## config.mk

```make
export PLATFORM = sky130hd
export DESIGN_NAME = mul_div_unit
export DESIGN_NICKNAME = d
export VERILOG_FILES = /design/src/rtl/mul_div_unit_pkg.sv /design/src/rtl/mul_div_unit_md_core.sv /design/src/rtl/mul_div_unit.sv
export SDC_FILE = /design/constraint.sdc
export NUM_CORES = 1
export LEC_CHECK = 0
export CELL_PAD_IN_SITES_DETAIL_PLACEMENT = 1
export CELL_PAD_IN_SITES_GLOBAL_PLACEMENT = 1
export CORE_MARGIN = 2
export CORE_UTILIZATION = 40
export DETAILED_ROUTE_END_ITERATION = 12
export PLACE_DENSITY = 0.77
export SETUP_SLACK_MARGIN = 0.4
export SYNTH_ARGS = -nofsm -noshare
export SYNTH_HDL_FRONTEND = slang
export SYNTH_SLANG_ARGS = --single-unit
```

## constraint.sdc

```tcl
create_clock -name clk -period 5.75 [get_ports clk]
set_input_delay 1.15 -clock clk [delete_from_list [all_inputs] [get_ports clk]]
set_output_delay 1.15 -clock clk [all_outputs]
set_load 0.01 [all_outputs]
```

## src/rtl/mul_div_unit_pkg.sv

```systemverilog
// Shared encodings for the iterative multiply/divide unit: operation codes,
// FSM states and iteration count.
package mul_div_unit_pkg;

  typedef enum logic [1:0] {
    MD_DIVU  = 2'b00,
    MD_MULTU = 2'b01,
    MD_DIV   = 2'b10,
    MD_MULT  = 2'b11
  } md_op_t;

  typedef enum logic [1:0] {
    S_IDLE = 2'b00,
    S_CALC = 2'b01,
    S_FIX  = 2'b10
  } md_state_t;

  localparam int ITER_COUNT = 32;

  function automatic logic is_signed_op(input logic [1:0] op);
    return (op == MD_MULT) || (op == MD_DIV);
  endfunction

endpackage

```

## src/rtl/mul_div_unit_md_core.sv

```systemverilog
// Radix-2 iterative datapath: shift-add multiply or restoring divide on
// unsigned magnitudes, one step per cycle for ITER_COUNT cycles after start.
module md_core
  import mul_div_unit_pkg::*;
#(
  parameter int WIDTH = 32
) (
  input  logic               clk,
  input  logic               reset_n,
  input  logic               start,
  input  logic               is_div,
  input  logic [WIDTH-1:0]   a_mag,
  input  logic [WIDTH-1:0]   b_mag,
  output logic               done,
  output logic [2*WIDTH-1:0] prod,
  output logic [WIDTH-1:0]   quot,
  output logic [WIDTH-1:0]   rem
);

  logic               active;
  logic               div_q;
  logic [4:0]         cnt;
  logic [2*WIDTH-1:0] acc, acc_nxt;
  logic [WIDTH-1:0]   opnd;
  logic [WIDTH-1:0]   rem_q, rem_nxt;
  logic [WIDTH:0]     sum;
  logic [WIDTH:0]     shifted;
  logic [WIDTH+1:0]   diff;
  logic               unused_diff_bit;

  // acc holds {partial product, multiplier} for MUL and {-, dividend/quotient} for DIV
  always_comb begin
    sum     = {1'b0, acc[2*WIDTH-1:WIDTH]} + (acc[0] ? {1'b0, opnd} : '0);
    shifted = {rem_q, acc[WIDTH-1]};
    diff    = {1'b0, shifted} - {2'b00, opnd};
    acc_nxt = {sum, acc[WIDTH-1:1]};
    rem_nxt = rem_q;
    if (div_q) begin
      acc_nxt = {acc[2*WIDTH-1:WIDTH], acc[WIDTH-2:0], ~diff[WIDTH+1]};
      rem_nxt = diff[WIDTH+1] ? shifted[WIDTH-1:0] : diff[WIDTH-1:0];
    end
  end

  // After a successful subtract the remainder is below the divisor, so bit WIDTH is zero.
  assign unused_diff_bit = diff[WIDTH];

  assign done = active && (cnt == 5'(ITER_COUNT - 1));

  always_ff @(posedge clk or negedge reset_n) begin
    if (!reset_n) begin
      active <= 1'b0;
      div_q  <= 1'b0;
      cnt    <= '0;
      acc    <= '0;
      opnd   <= '0;
      rem_q  <= '0;
    end else if (start) begin
      active <= 1'b1;
      div_q  <= is_div;
      cnt    <= '0;
      opnd   <= is_div ? b_mag : a_mag;
      acc    <= {{WIDTH{1'b0}}, (is_div ? a_mag : b_mag)};
      rem_q  <= '0;
    end else if (active) begin
      acc   <= acc_nxt;
      rem_q <= rem_nxt;
      cnt   <= cnt + 5'd1;
      if (done) active <= 1'b0;
    end
  end

  assign prod = acc;
  assign quot = acc[WIDTH-1:0];
  assign rem  = rem_q;

endmodule

```

## src/rtl/mul_div_unit.sv

```systemverilog
// MIPS HI/LO multiply/divide unit: sign handling around md_core, FSM, HI/LO
// registers, MTHI/MTLO writes, MFHI/MFLO read mux and pipeline stall.
module mul_div_unit
  import mul_div_unit_pkg::*;
#(
  parameter int WIDTH = 32
) (
  input  logic             clk,
  input  logic             reset_n,
  input  logic             mdstart,
  input  logic [1:0]       mdop,
  input  logic [WIDTH-1:0] srca,
  input  logic [WIDTH-1:0] srcb,
  input  logic             hilosrc,
  input  logic [1:0]       hilodisable,
  input  logic             hiloread,
  input  logic             hilosel,
  output logic [WIDTH-1:0] hilo_out,
  output logic             busy,
  output logic             md_stall
);

  md_state_t          state, state_nxt;
  logic               start_ok;
  logic               op_signed, a_neg, b_neg;
  logic [WIDTH-1:0]   a_mag, b_mag;
  logic               sign_q, sign_r, div_op, div_zero;
  logic               core_done;
  logic [2*WIDTH-1:0] prod, prod_s;
  logic [WIDTH-1:0]   quot, rem;
  logic [WIDTH-1:0]   hi, lo, hi_res, lo_res;

  assign start_ok  = (state == S_IDLE) && mdstart;
  assign op_signed = is_signed_op(mdop);
  assign a_neg     = op_signed && srca[WIDTH-1];
  assign b_neg     = op_signed && srcb[WIDTH-1];
  assign a_mag     = a_neg ? -srca : srca;
  assign b_mag     = b_neg ? -srcb : srcb;

  md_core #(.WIDTH(WIDTH)) u_core (
    .clk     (clk),
    .reset_n (reset_n),
    .start   (start_ok),
    .is_div  (~mdop[0]),
    .a_mag   (a_mag),
    .b_mag   (b_mag),
    .done    (core_done),
    .prod    (prod),
    .quot    (quot),
    .rem     (rem)
  );

  always_ff @(posedge clk or negedge reset_n) begin
    if (!reset_n) state <= S_IDLE;
    else          state <= state_nxt;
  end

  always_comb begin
    state_nxt = state;
    case (state)
      S_IDLE:  if (mdstart) state_nxt = S_CALC;
      S_CALC:  if (core_done) state_nxt = S_FIX;
      S_FIX:   state_nxt = S_IDLE;
      default: state_nxt = S_IDLE;
    endcase
  end

  always_ff @(posedge clk or negedge reset_n) begin
    if (!reset_n) begin
      sign_q   <= 1'b0;
      sign_r   <= 1'b0;
      div_op   <= 1'b0;
      div_zero <= 1'b0;
    end else if (start_ok) begin
      sign_q   <= a_neg ^ b_neg;
      sign_r   <= a_neg;
      div_op   <= ~mdop[0];
      div_zero <= (srcb == '0);
    end
  end

  // Sign-corrected remainder of a zero divide reconstructs srca exactly.
  always_comb begin
    prod_s = sign_q ? -prod : prod;
    hi_res = prod_s[2*WIDTH-1:WIDTH];
    lo_res = prod_s[WIDTH-1:0];
    if (div_op) begin
      hi_res = sign_r ? -rem : rem;
      lo_res = div_zero ? '1 : (sign_q ? -quot : quot);
    end
  end

  always_ff @(posedge clk or negedge reset_n) begin
    if (!reset_n) begin
      hi <= '0;
      lo <= '0;
    end else if (state == S_FIX) begin
      hi <= hi_res;
      lo <= lo_res;
    end else if ((state == S_IDLE) && hilosrc) begin
      if (!hilodisable[1]) hi <= srca;
      if (!hilodisable[0]) lo <= srca;
    end
  end

  assign busy     = (state != S_IDLE);
  assign hilo_out = hilosel ? hi : lo;
  assign md_stall = busy && (hiloread || mdstart || hilosrc);

endmodule

```

==> results of run 1 <==
-- metal layers --
metal  vias up  GRT usage [%]
li1       7799              -
met1      8861           46.0
met2       699           46.3
met3       100           3.89
met4         0           10.3
met5         -              0
-- synthesized netlist by cell type, drive strengths merged (48+ instances only) --
cell type / count
nor2: 129
dfrtp: 204
clkbuf: 128
o211ai: 49
xor2: 109
o31ai: 60
nand2: 274
xnor2: 86
inv: 72
a21oi: 165
ha: 70
o21ai: 187
a21o: 50
mux2i: 48
-- worst max-delay path: stages (launching register included) --
cell and delay [ps]:
dfrtp_1 470, ha_1 390, and2_1 220, a221o_1 360
o211a_1 280, o211ai_1 320, and4b_1 280, a21boi_1 220
nor2_1 940, buf_4 360, o311ai_0 170
-- final cells by class --
cell class / instances / area [um^2]
fill: 5045 / 22600
multi-input combinational: 1702 / 11100
sequential: 204 / 5110
timing repair buffer: 138 / 1300
clock buffer: 36 / 718
tap: 539 / 674
inverter: 72 / 270
clock inverter: 12 / 221
-- registers in the layout (all words and copies together), names as in the netlist, 2 cells and up --
name         count
u_core.opnd     32
u_core.rem      32
hi              32
state            2
lo              32
u_core.prod     64
u_core.cnt       5
-- cell usage in the layout (no fill, tap or decap), types with 7 or more instances in the layout --
cell             instances
nand2_1                272
dfrtp_1                201
o21ai_0                186
a21oi_1                163
nor2_1                 127
xor2_1                 109
clkdlybuf4s50_1        105
xnor2_1                 86
inv_1                   72
ha_1                    70
o31ai_1                 59
a21o_1                  50
o211ai_1                49
mux2i_1                 48
nand4_1                 38
mux2_2                  36
nand3_1                 36
nor3_1                  35
buf_4                   31
clkbuf_16               26
or3_1                   22
o41ai_1                 22
and2_1                  20
nor4_1                  20
nor2b_1                 16
o22ai_1                 15
a32oi_1                 15
or4_1                   14
o311ai_0                14
o221ai_1                13
and3_1                  11
o21a_1                  10
nand2b_1                10
a211oi_1                 9
or2_2                    9
a221oi_1                 8
a22oi_1                  8
a31oi_1                  7
a32o_1                   7
clkbuf_1                 7
-- logic make-up after synthesis --
| group | Yosys count | synth area share (%) |
|---|---|---|
| flip-flops | 204 | 30.0 |
| AO/OA/AOI/OAI | 691 | 26.3 |
| AND/OR/NAND/NOR | 660 | 18.2 |
| XOR/XNOR | 195 | 10.0 |
| buffers and inverters | 221 | 4.90 |
| adder cells (fa/ha/maj) | 72 | 5.37 |
| multiplexers | 84 | 5.20 |
-- how the worst max path moves through the flow --
stage	startpoint	to	slack, ps	depth (start not counted)
after floorplan	srca[10]	u_core.prod[29]$_DFFE_PN0P_	2400	7
final	u_core.rem[2]$_DFFE_PN0P_	u_core.rem[3]$_DFFE_PN0P_	1570	10
after detailed placement	srcb[8]	u_core.prod[29]$_DFFE_PN0P_	1470	8
after CTS	u_core.rem[2]$_DFFE_PN0P_	u_core.rem[3]$_DFFE_PN0P_	1640	10
after global routing	u_core.opnd[14]$_DFFE_PN0P_	u_core.rem[3]$_DFFE_PN0P_	1400	11
after global placement	srcb[10]	u_core.prod[27]$_DFFE_PN0P_	1540	8
-- power by group --
part / total [mW] / internal, mW / switching [mW]
Clock: 1.85 / 1.14 / 0.705
Combinational: 7.85 / 3.02 / 4.83
Sequential: 3.13 / 2.12 / 1.01
==> summary.txt, run 1 <==
power density over the cells: 660 nW/um^2
core area: 42000 um^2
post-cts hold buffer count: 0
required time worst endpoint: 6150 ps
cell area after layout: 19400 um^2
Sink Count: 204
DRC: 0
Yosys top cell area share: 30.0%
Via density: 6.46
Slew Limit Fails: 0
Root Buffer: clkbuf_16
via count: 17500
synthesized instance count: 2127
DP HPWL: 53300 um
vias in the first global route: 17100
final setup violation count: 0
Slew Limit Headroom: 14.3%
Post-Syn Nets: 2273
Fin Clk Skew: 8.91 ps
Max Cap Viol: 0
most common flop cell mapped by yosys: dfrtp_1
Area growth syn-to-layout: 14.0%
Post-DP Area: 18500 um^2
final non-filler cell total: 2703
Port Buffers: 107
Die H: 210 um
grt ovf: 0
WL/cell: 25.8 um
wire length on met3: 5270 um
initial antenna violation count: 0
Clk pin slew, worst setup/hold paths: 60 ps
first-pass GRT wire length: 106000 um
static leakage: 7.95 nW
initial core utilization: 40.5%
R2R depth: 10
crit path time final: 4180 ps
H-tree depth: 1
Inserted Clock Buffers: 26
Die W: 210 um
full die area: 44300 um^2
Nets: 2290
Synth Area per Inst: 8.01 um^2
Hold Crit Endpoint: lo[16]$_DFFE_PN0P_
Longest Clk Path Bufs: 3
Worst Path Max Fanout: 14
Worst-Skew Late Latency: 570 ps
register area share after synthesis: 30.0%
total chip power: 12.8 mW
largest net degree at the start of global routing: 104
antenna fix cells: 0
Hold Vio Cnt, Final: 0
critical path endpoint category: register
Post-synth EDFFs: 0
initial DRC count: 1664
Netlist Area Pre-Place: 17000 um^2
synth warn: 0
drt pass-1 iters: 7
Total Neg Setup Slack: 0 ps
VDD IR-drop max: 274 uV
share of layout cells above drive strength 1: 6.70%
critical path class: reg2reg
synth top area cells: dfrtp_1 (30%), nand2_1 (6.0%), xor2_1 (5.6%)
Worst Tran Pin Value: 1290 ps
count of cell types in the netlist: 78
Max Used Layer: met4
Synth async-reset ratio: 100%
met1 WL: 32100 um
IO Count: 108
placed cell count: 2655
cell count of the worst hold path: 1
DRT Wirelength: 69600 um
fin worst setup slack: 1570 ps
max frequency: 239 MHz
reg2reg setup slack: 1570 ps
Core Rows: 75
gpl congestion: 0.961
CP Data Arrival Time: 4590 ps
Critical Path Start Type: register
Final period util: 72.7%
# Post-CTS Setup Buffers: 0
dpl ws: 1470 ps
worst reg2reg endpoint: u_core.rem[3]$_DFFE_PN0P_
area leader, netlist: dfrtp_1
worst r2r src: u_core.rem[2]$_DFFE_PN0P_
Hold Startpoint: lo[16]$_DFFE_PN0P_
GRT Total Usage: 31.0%
CTS tree: built
HP Class: reg2reg
ANT nets after route: 0
final hold slack: 478 ps
final core occ: 46.2%
Yosys reg bits: 204
length of routed met2 wiring: 29900 um
status: complete, no violations
RSZ-0062 raised after global routing: false
# resized after CTS: 0
(Power assumes the default switching activity.)
==> inputs of run 2 (changes only) <==
clock period = 4.3 ns   (was 5.75 ns; I/O delays follow)
==> summary.txt, run 2 (synthesized netlist as in run 1, its figures left out) <==
status: complete, no violations
met3 usage in global routing: 4.17% (+0.28 points)
Root Buffer: clkbuf_16
Die W: 210 um (unchanged)
Nets: 2318 (+1.2%)
critical path endpoint category: register
DRT Wirelength: 71700 um (+2.9%)
Most Crowded Layer GR: met2
cell-internal power: 8.29 mW (+32%)
full die area: 44300 um^2 (unchanged)
Worst Tran Pin Value: 1020 ps (-262 ps)
VDD IR-drop max: 372 uV (+36%)
Worst Path Max Fanout: 14 (unchanged)
largest net degree at the start of global routing: 90 (-13%)
CP top delay family: compound AO/OA/AOI/OAI gates
most frequent cells in the layout: nand2_1 (272), dfrtp_1 (201), o21ai_0 (186)
R2R depth: 11 (+1)
critical path's slowest cell: o21ai_2
cell area after layout: 19600 um^2 (+0.89%)
Post-DP Area: 18700 um^2 (+1.3%)
post-cts hold buffer count: 0 (unchanged)
via count: 17500 (+0.38%)
clock power share: 13.3% (-1.1 points)
number of flip-flops in the largest register: 64 (unchanged)
power density over the cells: 873 nW/um^2 (+32%)
share of layout cells above drive strength 1: 7.94% (+1.2 points)
Final period util: 86.7% (+14 points)
Multi-input gate area: 11100 um^2 (about the same)
drt pass-1 iters: 7 (unchanged)
# Post-CTS Setup Buffers: 0 (unchanged)
Inserted Clock Buffers: 26 (unchanged)
dpl ws: 527 ps (-945 ps)
Worst-Skew Late Latency: 580 ps (about the same)
Longest Clk Path Bufs: 3 (unchanged)
filler instances: 5078 (+0.65%)
Hold Vio Cnt, Final: 0 (unchanged)
antenna fix cells: 0 (unchanged)
Area growth syn-to-layout: 15.1%
Reg area: 5110 um^2 (unchanged)
vias in the first global route: 17600 (+2.8%)
worst reg2reg endpoint: u_core.rem[2]$_DFFE_PN0P_
Cell Chain, Critical Path: inv_1 > ha_1 > and2_1 > a221o_1 > o211a_1 > o211ai_1 > nand4b_1 > o21ai_2 > buf_4 > nand3_1 > a32o_1
initial DRC count: 1643 (-1.3%)
Fin Clk Skew: 25.1 ps (+16.2 ps)
CP Data Arrival Time: 4170 ps (-420 ps)
required time worst endpoint: 4740 ps (-1410 ps)
final setup violation count: 0 (unchanged)
Logic pwr share: 62.3% (+1.1 points)
CP peak stage delay: 590 ps (-350 ps)
RSZ-0062 raised after global routing: false
Slew Limit Fails: 0 (unchanged)
reg2reg setup slack: 570 ps (-990 ps)
Slew Limit Headroom: 31.5% (+17 points)
Via density: 6.42 (-0.65%)
WL/cell: 26.2 um (+1.8%)
IO Count: 108 (unchanged)
# resized after CTS: 0 (unchanged)
Die H: 210 um (unchanged)
Core Rows: 75 (unchanged)
Total Neg Setup Slack: 0 ps (unchanged)
Clk pin slew, worst setup/hold paths: 60 ps (about the same)
crit path time final: 3730 ps (-456 ps)
commonest non-fill, non-tap cell in the layout: nand2_1
grt ovf: 0 (unchanged)
max frequency: 268 MHz (+12%)
Critical Path Start Type: register
sequential share of power: 24.3% (about the same)
H-tree depth: 1 (unchanged)
sw frac: 51.5% (+0.47 points)
DP HPWL: 55200 um (+3.5%)
fin worst setup slack: 574 ps (-994 ps)
met1 GRT Util: 47.3% (+1.3 points)
Buf/Inv on CP: 2 (+1)
first-pass GRT wire length: 109000 um (+3.2%)
Port Buffers: 107 (unchanged)
worst r2r src: u_core.opnd[3]$_DFFE_PN0P_
CTS tree: built
M2 GR Usage: 48.5% (+2.1 points)
DRC: 0 (unchanged)
HP Class: in2async
initial antenna violation count: 1 (+1)
Max Cap Viol: 0 (unchanged)
ANT nets after route: 0 (unchanged)
static leakage: 8.06 nW (+1.4%)
critical path class: reg2reg
Sink Count: 204 (unchanged)
gpl congestion: 0.945 (-1.7%)
core area: 42000 um^2 (unchanged)
GRT Total Usage: 32.2% (+1.3 points)
switching power total: 8.82 mW (+35%)
initial core utilization: 40.5% (unchanged)
[run 2: area by class of cell]
type                    instances  area share (%)
multi-input cells            1702            56.8
flip-flops and latches        204            26.1
repair buffers                166            7.91
clock buffers                  36            3.66
well taps                     539            3.44
inverters                      72            1.38
clock inverters                12           0.766
[run 2: worst reg2reg max path, delay by kind of cell (launching register included)]
kind            cells  cell delay [ps]
simple gates        3              530
flops               1              360
compound gates      5             1760
buf+inv             2              600
fa+ha+maj           1              350
[run 2: worst max-delay path by stage]
| stage | startpoint | to | slack [ps] | cells past startpoint |
|---|---|---|---|---|
| final | u_core.opnd[3]$_DFFE_PN0P_ | u_core.rem[2]$_DFFE_PN0P_ | 570 | 11 |
| after global routing | u_core.opnd[4]$_DFFE_PN0P_ | u_core.rem[2]$_DFFE_PN0P_ | 460 | 11 |
| after CTS | u_core.opnd[4]$_DFFE_PN0P_ | u_core.rem[2]$_DFFE_PN0P_ | 630 | 11 |
| after detailed placement | srca[10] | u_core.prod[29]$_DFFE_PN0P_ | 530 | 9 |
| after global placement | srca[8] | u_core.opnd[29]$_DFFE_PN0P_ | 590 | 9 |
| after floorplan | u_core.prod[0]$_DFFE_PN0P_ | u_core.prod[62]$_DFFE_PN0P_ | 1090 | 12 |
[run 2: per-layer routing]
layer  share of wire (%)  wire length, um
met1                  46            32700
met4                 3.7             2640
met5               0.011                8
met2                  43            30900
met3                 7.6             5420
[run 2: metrics by stage]
step / total power, mW / instances / hold slack, ps / util [%]
after floorplan: 10.6 / 2127 / 444 / -
after global placement: 14.1 / 2683 / 455 / 44.6
after detailed placement: 14.5 / 2683 / 466 / 44.6
after CTS: 16.9 / 2731 / 404 / 46.6
after global routing: 18.2 / 2731 / 416 / 46.6
final: 17.1 / 2731 / 349 / 46.6
[run 2: power groups by stage]
stage / sequential [mW] / clock [mW] / combinational [mW]
finish: 4.16 / 2.28 / 10.7
global route: 4.26 / 2.37 / 11.6
CTS: 4.11 / 2.30 / 10.5
detailed placement: 4.13 / 0 / 10.4
global placement: 4.08 / 0 / 10.1
floorplan: 3.45 / 0 / 7.20
